<file path="config.mk">
export PLATFORM = sky130hd
export DESIGN_NAME = alu_share_ctrl
export DESIGN_NICKNAME = d
export VERILOG_FILES = /design/src/rtl/alu_share_ctrl.sv
export SDC_FILE = /design/constraint.sdc
export NUM_CORES = 1
export LEC_CHECK = 0
export BUFFER_PORTS_ARGS = -buffer_cell sky130_fd_sc_hd__buf_4
export CAP_MARGIN = 40
export CELL_PAD_IN_SITES_DETAIL_PLACEMENT = 0
export CELL_PAD_IN_SITES_GLOBAL_PLACEMENT = 2
export CORE_UTILIZATION = 27
export CTS_CLUSTER_DIAMETER = 30
export DETAILED_ROUTE_END_ITERATION = 10
export PLACE_DENSITY = 0.83
export SYNTH_ARGS = -nofsm -noshare
export SYNTH_HDL_FRONTEND = slang
export SYNTH_SLANG_ARGS = --single-unit
export TNS_END_PERCENT = 50
</file>
<file path="constraint.sdc">
create_clock -name clk -period 3.2 [get_ports clk]
set_clock_uncertainty 0.2 [all_clocks]
set_input_delay 0.16 -clock clk [delete_from_list [all_inputs] [get_ports clk]]
set_output_delay 0.16 -clock clk [all_outputs]
set_load 0.1 [all_outputs]
</file>
<file path="src/rtl/alu_share_ctrl.sv">
// -----------------------------------------------------------------------------
// alu_share_ctrl
//
// Lets two requesters share one combinational ALU. One operation is in flight
// at a time: a requester is accepted in IDLE, its operation drives the ALU from
// registered operands for one EXEC cycle, and the captured result is offered
// back to that requester in RESP until it is consumed. Ties are broken
// round-robin against the last requester that completed a response.
//
// Ports
//   clk, rst_n   rising-edge clock, asynchronous active-low reset
//   req_valid    [1:0]        requester i has an operation pending
//   req_ready    [1:0]        requester i is accepted this cycle (one-hot or 0)
//   req_ctrl     [5:0]        ALU control for requester i at [3i+2:3i]
//   req_a/req_b  [2*WIDTH-1:0] operands for requester i at [WIDTH*i +: WIDTH]
//   rsp_valid    [1:0]        response available for requester i
//   rsp_ready    [1:0]        requester i consumes its response
//   rsp_result   [WIDTH-1:0]  captured result (shared by both requesters)
//   rsp_zero                  captured zero flag
//   rsp_err                   operation used an illegal control code
//   alu_ctrl/alu_a/alu_b      registered drive into the ALU
//   alu_result/alu_zero       combinational ALU outputs
//   busy                      controller is not in IDLE
//   fsm_state    [1:0]        current FSM state (debug visibility)
//
// Handshake semantics: a transfer happens on a rising clock edge where both
// valid and ready of the same bit are high. req_ready is a combinational
// function of req_valid and registered state; rsp_valid depends only on
// registered state and, once high, stays high with a stable payload until
// the owning requester's rsp_ready completes the transfer.
// -----------------------------------------------------------------------------
module alu_share_ctrl #(
  parameter int WIDTH = 32
) (
  input  logic               clk,
  input  logic               rst_n,
  input  logic [1:0]         req_valid,
  output logic [1:0]         req_ready,
  input  logic [5:0]         req_ctrl,
  input  logic [2*WIDTH-1:0] req_a,
  input  logic [2*WIDTH-1:0] req_b,
  output logic [1:0]         rsp_valid,
  input  logic [1:0]         rsp_ready,
  output logic [WIDTH-1:0]   rsp_result,
  output logic               rsp_zero,
  output logic               rsp_err,
  output logic [2:0]         alu_ctrl,
  output logic [WIDTH-1:0]   alu_a,
  output logic [WIDTH-1:0]   alu_b,
  input  logic [WIDTH-1:0]   alu_result,
  input  logic               alu_zero,
  output logic               busy,
  output logic [1:0]         fsm_state
);

  typedef enum logic [1:0] {
    IDLE = 2'd0,
    EXEC = 2'd1,
    RESP = 2'd2
  } state_t;

  localparam logic [2:0] CTRL_AND = 3'b000;
  localparam logic [2:0] CTRL_OR  = 3'b001;
  localparam logic [2:0] CTRL_ADD = 3'b010;
  localparam logic [2:0] CTRL_SUB = 3'b110;
  localparam logic [2:0] CTRL_SHL = 3'b111;

  state_t             state;
  state_t             state_next;

  logic               last;
  logic               owner;
  logic [2:0]         op_ctrl;
  logic [WIDTH-1:0]   op_a;
  logic [WIDTH-1:0]   op_b;
  logic [WIDTH-1:0]   res_q;
  logic               zero_q;
  logic               err_q;

  logic               grant;
  logic               accept;
  logic               rsp_done;
  logic               ctrl_legal;
  logic [2:0]         sel_ctrl;
  logic [WIDTH-1:0]   sel_a;
  logic [WIDTH-1:0]   sel_b;

  // Round-robin pick: on a tie the requester that did not complete last wins,
  // otherwise whichever one is asking. Nothing is remembered for a requester
  // that withdraws before it is accepted.
  always_comb begin
    grant = 1'b0;
    if (req_valid == 2'b11) begin
      grant = ~last;
    end else begin
      grant = req_valid[1];
    end
  end

  // Qualified with rst_n so req_ready reads 0 while reset is held, even though
  // the state register already sits in IDLE.
  assign accept   = rst_n && (state == IDLE) && req_valid[grant];
  assign rsp_done = (state == RESP) && rsp_ready[owner];

  always_comb begin
    req_ready = 2'b00;
    if (accept) begin
      req_ready = grant ? 2'b10 : 2'b01;
    end
  end

  always_comb begin
    sel_ctrl = grant ? req_ctrl[5:3]           : req_ctrl[2:0];
    sel_a    = grant ? req_a[2*WIDTH-1:WIDTH]  : req_a[WIDTH-1:0];
    sel_b    = grant ? req_b[2*WIDTH-1:WIDTH]  : req_b[WIDTH-1:0];
  end

  always_comb begin
    ctrl_legal = 1'b0;
    case (op_ctrl)
      CTRL_AND, CTRL_OR, CTRL_ADD, CTRL_SUB, CTRL_SHL: ctrl_legal = 1'b1;
      default:                                         ctrl_legal = 1'b0;
    endcase
  end

  // State register
  always_ff @(posedge clk or negedge rst_n) begin
    if (!rst_n) begin
      state <= IDLE;
    end else begin
      state <= state_next;
    end
  end

  // Next-state logic
  always_comb begin
    state_next = state;
    case (state)
      IDLE: begin
        if (accept) begin
          state_next = EXEC;
        end
      end
      EXEC: begin
        state_next = RESP;
      end
      RESP: begin
        if (rsp_done) begin
          state_next = IDLE;
        end
      end
      default: begin
        state_next = IDLE;
      end
    endcase
  end

  // Operation, ownership and response registers
  always_ff @(posedge clk or negedge rst_n) begin
    if (!rst_n) begin
      last    <= 1'b1;
      owner   <= 1'b0;
      op_ctrl <= CTRL_ADD;
      op_a    <= '0;
      op_b    <= '0;
      res_q   <= '0;
      zero_q  <= 1'b0;
      err_q   <= 1'b0;
    end else begin
      if (accept) begin
        owner   <= grant;
        op_ctrl <= sel_ctrl;
        op_a    <= sel_a;
        op_b    <= sel_b;
      end
      if (state == EXEC) begin
        // The ALU keeps a stale output for undefined codes, so its result is
        // discarded and a clean error response is reported instead.
        if (ctrl_legal) begin
          res_q  <= alu_result;
          zero_q <= alu_zero;
          err_q  <= 1'b0;
        end else begin
          res_q  <= '0;
          zero_q <= 1'b0;
          err_q  <= 1'b1;
        end
      end
      if (rsp_done) begin
        last <= owner;
      end
    end
  end

  always_comb begin
    rsp_valid = 2'b00;
    if (state == RESP) begin
      rsp_valid = owner ? 2'b10 : 2'b01;
    end
  end

  assign rsp_result = res_q;
  assign rsp_zero   = zero_q;
  assign rsp_err    = err_q;
  assign alu_ctrl   = op_ctrl;
  assign alu_a      = op_a;
  assign alu_b      = op_b;
  assign busy       = (state != IDLE);
  assign fsm_state  = state;

endmodule

</file>
# Word-level counts from Yosys, hierarchy flattened
# Cells that the tools add are included.
dict set report word_totals {
  ff_bits 105
  input_bits 173
  out_inout_bits 108
  word_cells 48
}
dict set report classes {
  n_lt_le_gt_ge 2
  n_eq_ne 9
  n_mux 19
  n_bitwise 1
  reduce_logical 8
}
# op n
set op_table {}
lappend op_table {{two-way mux 32 bit} 3}
lappend op_table {{two-way mux 2 bit} 6}
lappend op_table {{two-way mux 1 bit} 8}
lappend op_table {{equality test 3 bit, second input constant} 2}
lappend op_table {{case mux 2 bit (3 select lines)} 1}
lappend op_table {{OR reduction 5 bit} 1}
lappend op_table {{equality test 2 bit, second input constant} 2}
lappend op_table {{< comparator 1 x 2 -> 1 bit, second input constant} 2}
lappend op_table {{inequality test 2 bit, second input constant} 2}
lappend op_table {{equality test 3 x 1 -> 1 bit, second input constant} 1}
lappend op_table {{equality test 3 x 2 -> 1 bit, second input constant} 1}
lappend op_table {{logical AND 1 bit} 3}
lappend op_table {{logical NOT 3 bit} 1}
lappend op_table {{two-way mux 3 bit} 1}
lappend op_table {{equality test 2 x 1 -> 1 bit, second input constant} 1}
lappend op_table {{logical NOT 2 bit} 1}
lappend op_table {{AND reduction 2 bit} 1}
lappend op_table {{nonzero test 2 bit} 1}
lappend op_table {{NOT 1 bit} 1}

# Longest topological paths before layout
# Gate-level depths: netlist of run 1.
dict set report depth {
  depth_word 7
  mapped_depth 7
  depth_no_buf 3
}

# Least setup slack after synthesis of run 1
# No wires, ideal clock.
dict set report synth_timing {
  path_type {flip-flop to flip-flop}
  startpoint {register state[0] (netlist: fsm_state[0])}
  endpoint {register owner}
  setup_time_ps 202
  arrival_time_ps 2949
  required_ps 2798
  path_slack_ps -151
  stages_incl_launch_ff 7
  path_buffers 3
  period_less_slack_ps 3351
  cell_sequence {dfrtp_1 > or3b_1 > buf_2 > buf_6 > buf_6 > nor3b_2 > a21oi_1}
}
dict set report synth_via {
  elab_chain_len 3
}
# item line_no
set synth_lines {}
lappend synth_lines {{from (decl)} 68} ;# state_t state;
lappend synth_lines {{from (signal assigned)} 131} ;# state <= state_next;
lappend synth_lines {{logical NOT 2 bit} 102} ;# assign accept = rst_n && (state == IDLE) && req_valid[grant];
lappend synth_lines {{logical AND 1 bit (2 in series)} 102}
lappend synth_lines {{to (signal assigned)} 171} ;# owner <= grant;
lappend synth_lines {{to (decl)} 72} ;# logic owner;
# No other way between the ends.
# A chain may end at the register's enable or synchronous reset.

# Worst setup path after layout of run 1
dict set report layout_timing {
  startpoint {input port rst_n}
  endpoint {register op_b[26] (netlist: alu_b[26])}
}
dict set report layout_via {
  elab_chain_len 2
}
# item line_no
set layout_lines {}
lappend layout_lines {{from (decl)} 36} ;# input logic rst_n,
lappend layout_lines {{logical AND 1 bit (2 in series)} 102}
lappend layout_lines {{to (signal assigned)} 174} ;# op_b <= sel_b;
lappend layout_lines {{to (decl)} 75} ;# logic [WIDTH-1:0] op_b;
# No other way between the ends.

==> reports/results.txt, run 1 <==
Status: finished clean
Die width: 133 um
Startpoint types: input port
Crit path launch: rst_n
Distinct cell type count after synthesis: 28
CP Data Required Time: 3.23 ns
Clock sinks: 105
Hold crit path type: in -> async
FF-to-FF path depth: 6
Reg clk slew, reported paths: 0.07 ns
EDFF count, synth: 0
R2R Path End: alu_b[26]
Routed len/inst: 16.9 um
Residual DRC: 0
Root buffer cell: clkbuf_16
Reg2reg start: fsm_state[0]
Die H: 133 um
Final Non-Filler Cells: 1024
Post-synthesis sequential area ratio: 56.4%
CTS tree: built
Synth Warn #: 0
PnR worst setup slack: 0.292 ns
Fillers: 1513
Synth cell count leaders: 103 x dfrtp_1, 69 x nand2_1, 67 x a221o_1
Placed Cells: 877
Die ar.: 0.0178 mm^2
Worst skew pair latency: 0.34 ns
Setup-failing EPs final: 0
Async set-reset flop share out of synthesis: 100%
Ranking of synthesized cells by area: dfrtp_1 55%, a221o_1 14%, a22o_1 6.2%
Post-place setup slack: 0.890 ns
Worst Path Max Fanout: 29
Initial antenna violation count: 0
Area share of the largest cell type after synthesis: 55.2%
Minimum clock period: 2.91 ns
Syn Area/Cell: 11.4 um^2
Nets: 972
R2r setup slk: 0.36 ns
Critical path, cell by cell: dlygate4sd3_1, buf_4, nor3b_1, o21ai_4, buf_16, buf_4, a221o_1, dlygate4sd3_1
Largest area contributor in the synthesized netlist: dfrtp_1
Largest net degree at the start of global routing: 63
Core area: 0.0167 mm^2
Clock Path Buffers: 2
Fmax: 0.344 GHz
PortBufs: 280
CP max-delay cell: dlygate4sd3_1
Mapped cell area: 0.00467 mm^2
Most used DFF post-synth: dfrtp_1
Arrival time worst endpoint: 2.93 ns
Crit path to: alu_b[26]
1st-pass router iterations: 4
First-pass GRT wire length: 27000 um
Crit end category: flip-flop
Congestion Overflow GR: 0
Mapped Cells: 411
Final Hold Fails: 0
Initial core utilization: 27.9%
Unrepaired setup endpoints after global routing: no
Critical path buffers and inverters: 5
Critical path class: in -> reg
Final wirelength: 17300 um
FF+latch count, synth: 105
Max Slew Vio Count: 0
CTS Buf Count: 9
Antenna Cells: 0
Syn_nets: 584
GPL Wtd Cong: 0.777
H-tree depth: 3
Iter 0 DRT Violations: 212
Vias in the first global route: 5112
Rel. slew slack: 48.1%
Layout area overhead: 83.8%
Top-count cell post-synth: dfrtp_1
# resized after CTS: 0
Vias post-DR: 4963
Antenna violation net count after detailed routing: 0
CP Depth: 8
Setup Total Neg Slack: 0 ns
Final period util: 90.9%
Total GRT Usage: 19.3%
Layout cells sized above 1: 41.7%
Delay-heaviest family, CP: buffers and inverters
Post-DP Area: 0.00697 mm^2
Number of top-level pins: 281
CP max stage delay: 0.56 ns
MaxCap Viol Count: 0
Dpl hpwl: 11500 um
Final Cell Area: 0.00858 mm^2
Worst Max-Slew Pin Slew: 0.779 ns
Vias per inst: 4.85
Core Rows: 47
placed cells by master, fill, tap and decap left out, drive strengths merged:
cell type,instances
or3b,1
clkinv,3
nor2b,3
or2,1
dlygate4sd3,131
a21oi,3
nor3,68
and3,1
nand2,69
dfrtp,103
inv,3
dfstp,2
nand2b,2
buf,292
mux2,1
nor3b,2
o2bb2ai,1
nor2,2
and3b,1
o21ai,2
a221o,67
clkbuf,12
a22o,33
bufinv,1
routing by layer:
metal | wire, um | part of all wire [%] | global-route usage [%]
met5 | 0 | 0 | 0
met4 | 338 | 2.0 | 7.51
met2 | 8350 | 48 | 32.6
met3 | 960 | 5.6 | 2.85
met1 | 7610 | 44 | 25.0
kinds of logic (layout without fill, tap and decap cells):
family                 count (synthesis)  after routing  share of synthesized area (%)
buffers and inverters                 49            442                           5.23
flip-flops                           105            105                           56.4
multiplexers                           1              1                          0.241
AND/OR/NAND/NOR                      150            150                           16.9
AO/OA/AOI/OAI                        106            106                           21.3
repair_timing:
action | in CTS | in global routing
buffers inserted | 0 | 0
hold buffers | 131 | 0
endpoints found under the hold margin | 205 | 0
sequential cells by signal, indices dropped and copies added, names as in the netlist:
register and cells:
owner 1, last 1, rsp_zero 1, alu_ctrl 3, rsp_result 32, rsp_err 1, alu_b 32, alu_a 32
fsm_state 2
worst min path at each step:
stage | start | cells past startpoint | slack, ns | end
global route | rst_n | 2 | 0.01 | fsm_state[1]
CTS | req_b[9] | 4 | 0.0003 | alu_b[9]
finish | rst_n | 2 | 0.004 | fsm_state[1]
floorplan | rst_n | 0 | -0.34 | alu_a[0]
global placement | rst_n | 1 | -0.24 | fsm_state[1]
detailed placement | rst_n | 1 | -0.24 | fsm_state[0]
stage by stage:
| stage | utilization, % | hold WS [ns] |
|---|---|---|
| 5_1_grt | 51.4 | 0.0132 |
| 3_3_place_gp | 41.4 | -0.240 |
| 6_report | 51.4 | 0.00365 |
| 4_1_cts | 51.4 | 0.000292 |
| 3_5_place_dp | 41.7 | -0.236 |
| 2_1_floorplan | - | -0.336 |
layout make-up:
cell class                      count  area, um^2  area share [%]
Sequential cell                   105        2630            30.7
Multi-Input combinational cell    257        1830            21.3
Timing Repair Buffer              423        3540            41.2
Clock inverter                      4        52.6           0.613
Inverter                            3        11.3           0.131
Tap cell                          220         275            3.21
Clock buffer                       12         246            2.87
Power of run 1 is not shown: default switching activity piles up to over one toggle a cycle in this logic, so the estimate is an artifact.
==> run 2, diff against run 1 <==
CTS_BUF_LIST = sky130_fd_sc_hd__clkbuf_8 sky130_fd_sc_hd__clkbuf_16   (was not set)
SETUP_SLACK_MARGIN = 0.15   (was not set)
==> run 2 against run 1 <==
Cell area barely moved. First-iteration DRC count rose by 7.1%. Register-to-register slack improved by 0.16 ns. Sequential share of layout area barely moved.
==> reports/results.txt, run 2 (synthesis gave the netlist of run 1 again) <==
Reg2reg start: fsm_state[0]
H-tree depth: 3
MaxCap Viol Count: 0
Congestion Overflow GR: 0
Core Rows: 47
Largest net degree at the start of global routing: 63
Minimum clock period: 2.72 ns
Worst Max-Slew Pin Slew: 0.793 ns
Status: finished clean
Die width: 133 um
Worst Path Max Fanout: 29
Final wirelength: 17300 um
Die H: 133 um
R2r setup slk: 0.52 ns
Setup-failing EPs final: 0
Core area: 0.0167 mm^2
CTS Buf Count: 9
Max Slew Vio Count: 0
R2R Path End: alu_b[26]
CTS tree: built
Fmax: 0.368 GHz
Vias post-DR: 4949
First-pass GRT wire length: 27000 um
Total GRT Usage: 19.3%
Critical path class: in -> reg
Initial antenna violation count: 0
Startpoint types: input port
Layout cells sized above 1: 41.8%
Worst skew pair latency: 0.34 ns
Hold crit path type: in -> async
Postcts setup bufs: 0
Commonest non-fill, non-tap cells in the layout: 290 x buf_4, 131 x dlygate4sd3_1, 103 x dfrtp_1
Antenna Cells: 0
Antenna violation net count after detailed routing: 0
Crit end category: flip-flop
Initial core utilization: 27.9%
CP max-delay cell: dlygate4sd3_1
Nets: 972
Critical path, cell by cell: dlygate4sd3_1, buf_4, nor3b_2, o21ai_4, buf_16, buf_4, a221o_1, dlygate4sd3_1
Clock Path Buffers: 2
Most common cell after layout, fill and taps aside: buf_4
Final period util: 84.9%
Crit path to: alu_b[26]
Crit path launch: rst_n
Reg clk slew, reported paths: 0.07 ns
Setup Total Neg Slack: 0 ns
FF-to-FF path depth: 6
Dpl hpwl: 11500 um
Routed len/inst: 16.9 um
Vias in the first global route: 5112
Iter 0 DRT Violations: 227
Root buffer cell: clkbuf_16
1st-pass router iterations: 4
PortBufs: 280
Die ar.: 0.0178 mm^2
Layout area overhead: 83.9%
CP max stage delay: 0.56 ns
Clock sinks: 105
Multi-input gate area: 0.00183 mm^2
Final Hold Fails: 0
Residual DRC: 0
Vias per inst: 4.83
GPL Wtd Cong: 0.777
Fillers: 1513
Unrepaired setup endpoints after global routing: no
Number of top-level pins: 281
Reg area: 0.00263 mm^2
Rel. slew slack: 47.1%
CP Data Required Time: 3.23 ns
Arrival time worst endpoint: 2.74 ns
[run 2: layout make-up]
class | count | area share [%]
Timing Repair Buffer | 423 | 41.2
Sequential cell | 105 | 30.6
Multi-Input combinational cell | 257 | 21.4
Tap cell | 220 | 3.21
Clock buffer | 10 | 2.78
Clock inverter | 6 | 0.700
Inverter | 3 | 0.131
[run 2: worst max-delay path, delay by kind of cell]
family,cells,cell delay (ns)
simple gates,1,0.26
buf+inv,5,1.73
compound gates,2,0.56
[run 2: through the flow]
step,util (%),instances,cell area (um^2),hold slack (ns),setup slack [ns]
floorplan,-,411,4670,-0.336,0.247
global placement,41.4,875,6920,-0.240,0.972
detailed placement,41.7,877,6970,-0.236,0.890
CTS,51.4,1024,8580,0.000292,0.285
global route,51.4,1024,8580,0.0122,0.335
finish,51.4,1024,8580,0.00280,0.483
[run 2: what timing repair did]
item	in CTS	in global routing
endpoints found under the hold margin	205	0
hold buffers	131	0
endpoints found under the setup margin	0	6
resized for setup	0	1
[run 2: worst min-delay path by stage]
| stage | from | end | slack (ns) | cells after the start |
|---|---|---|---|---|
| 2_1_floorplan | rst_n | alu_a[0] | -0.34 | 0 |
| 3_3_place_gp | rst_n | fsm_state[1] | -0.24 | 1 |
| 3_5_place_dp | rst_n | fsm_state[0] | -0.24 | 1 |
| 4_1_cts | req_b[9] | alu_b[9] | 0.0003 | 4 |
| 5_1_grt | rst_n | fsm_state[1] | 0.01 | 2 |
| 6_report | rst_n | fsm_state[1] | 0.003 | 2 |
[run 2: metal layers]
layer | GRT usage [%] | vias up | wire length [um]
met4 | 7.51 | 0 | 338
met3 | 2.85 | 21 | 984
met1 | 25.0 | 2393 | 7550
met2 | 32.6 | 206 | 8430
met5 | 0 | - | 0
li1 | - | 2329 | -
Power of run 2 is left out for the same reason.
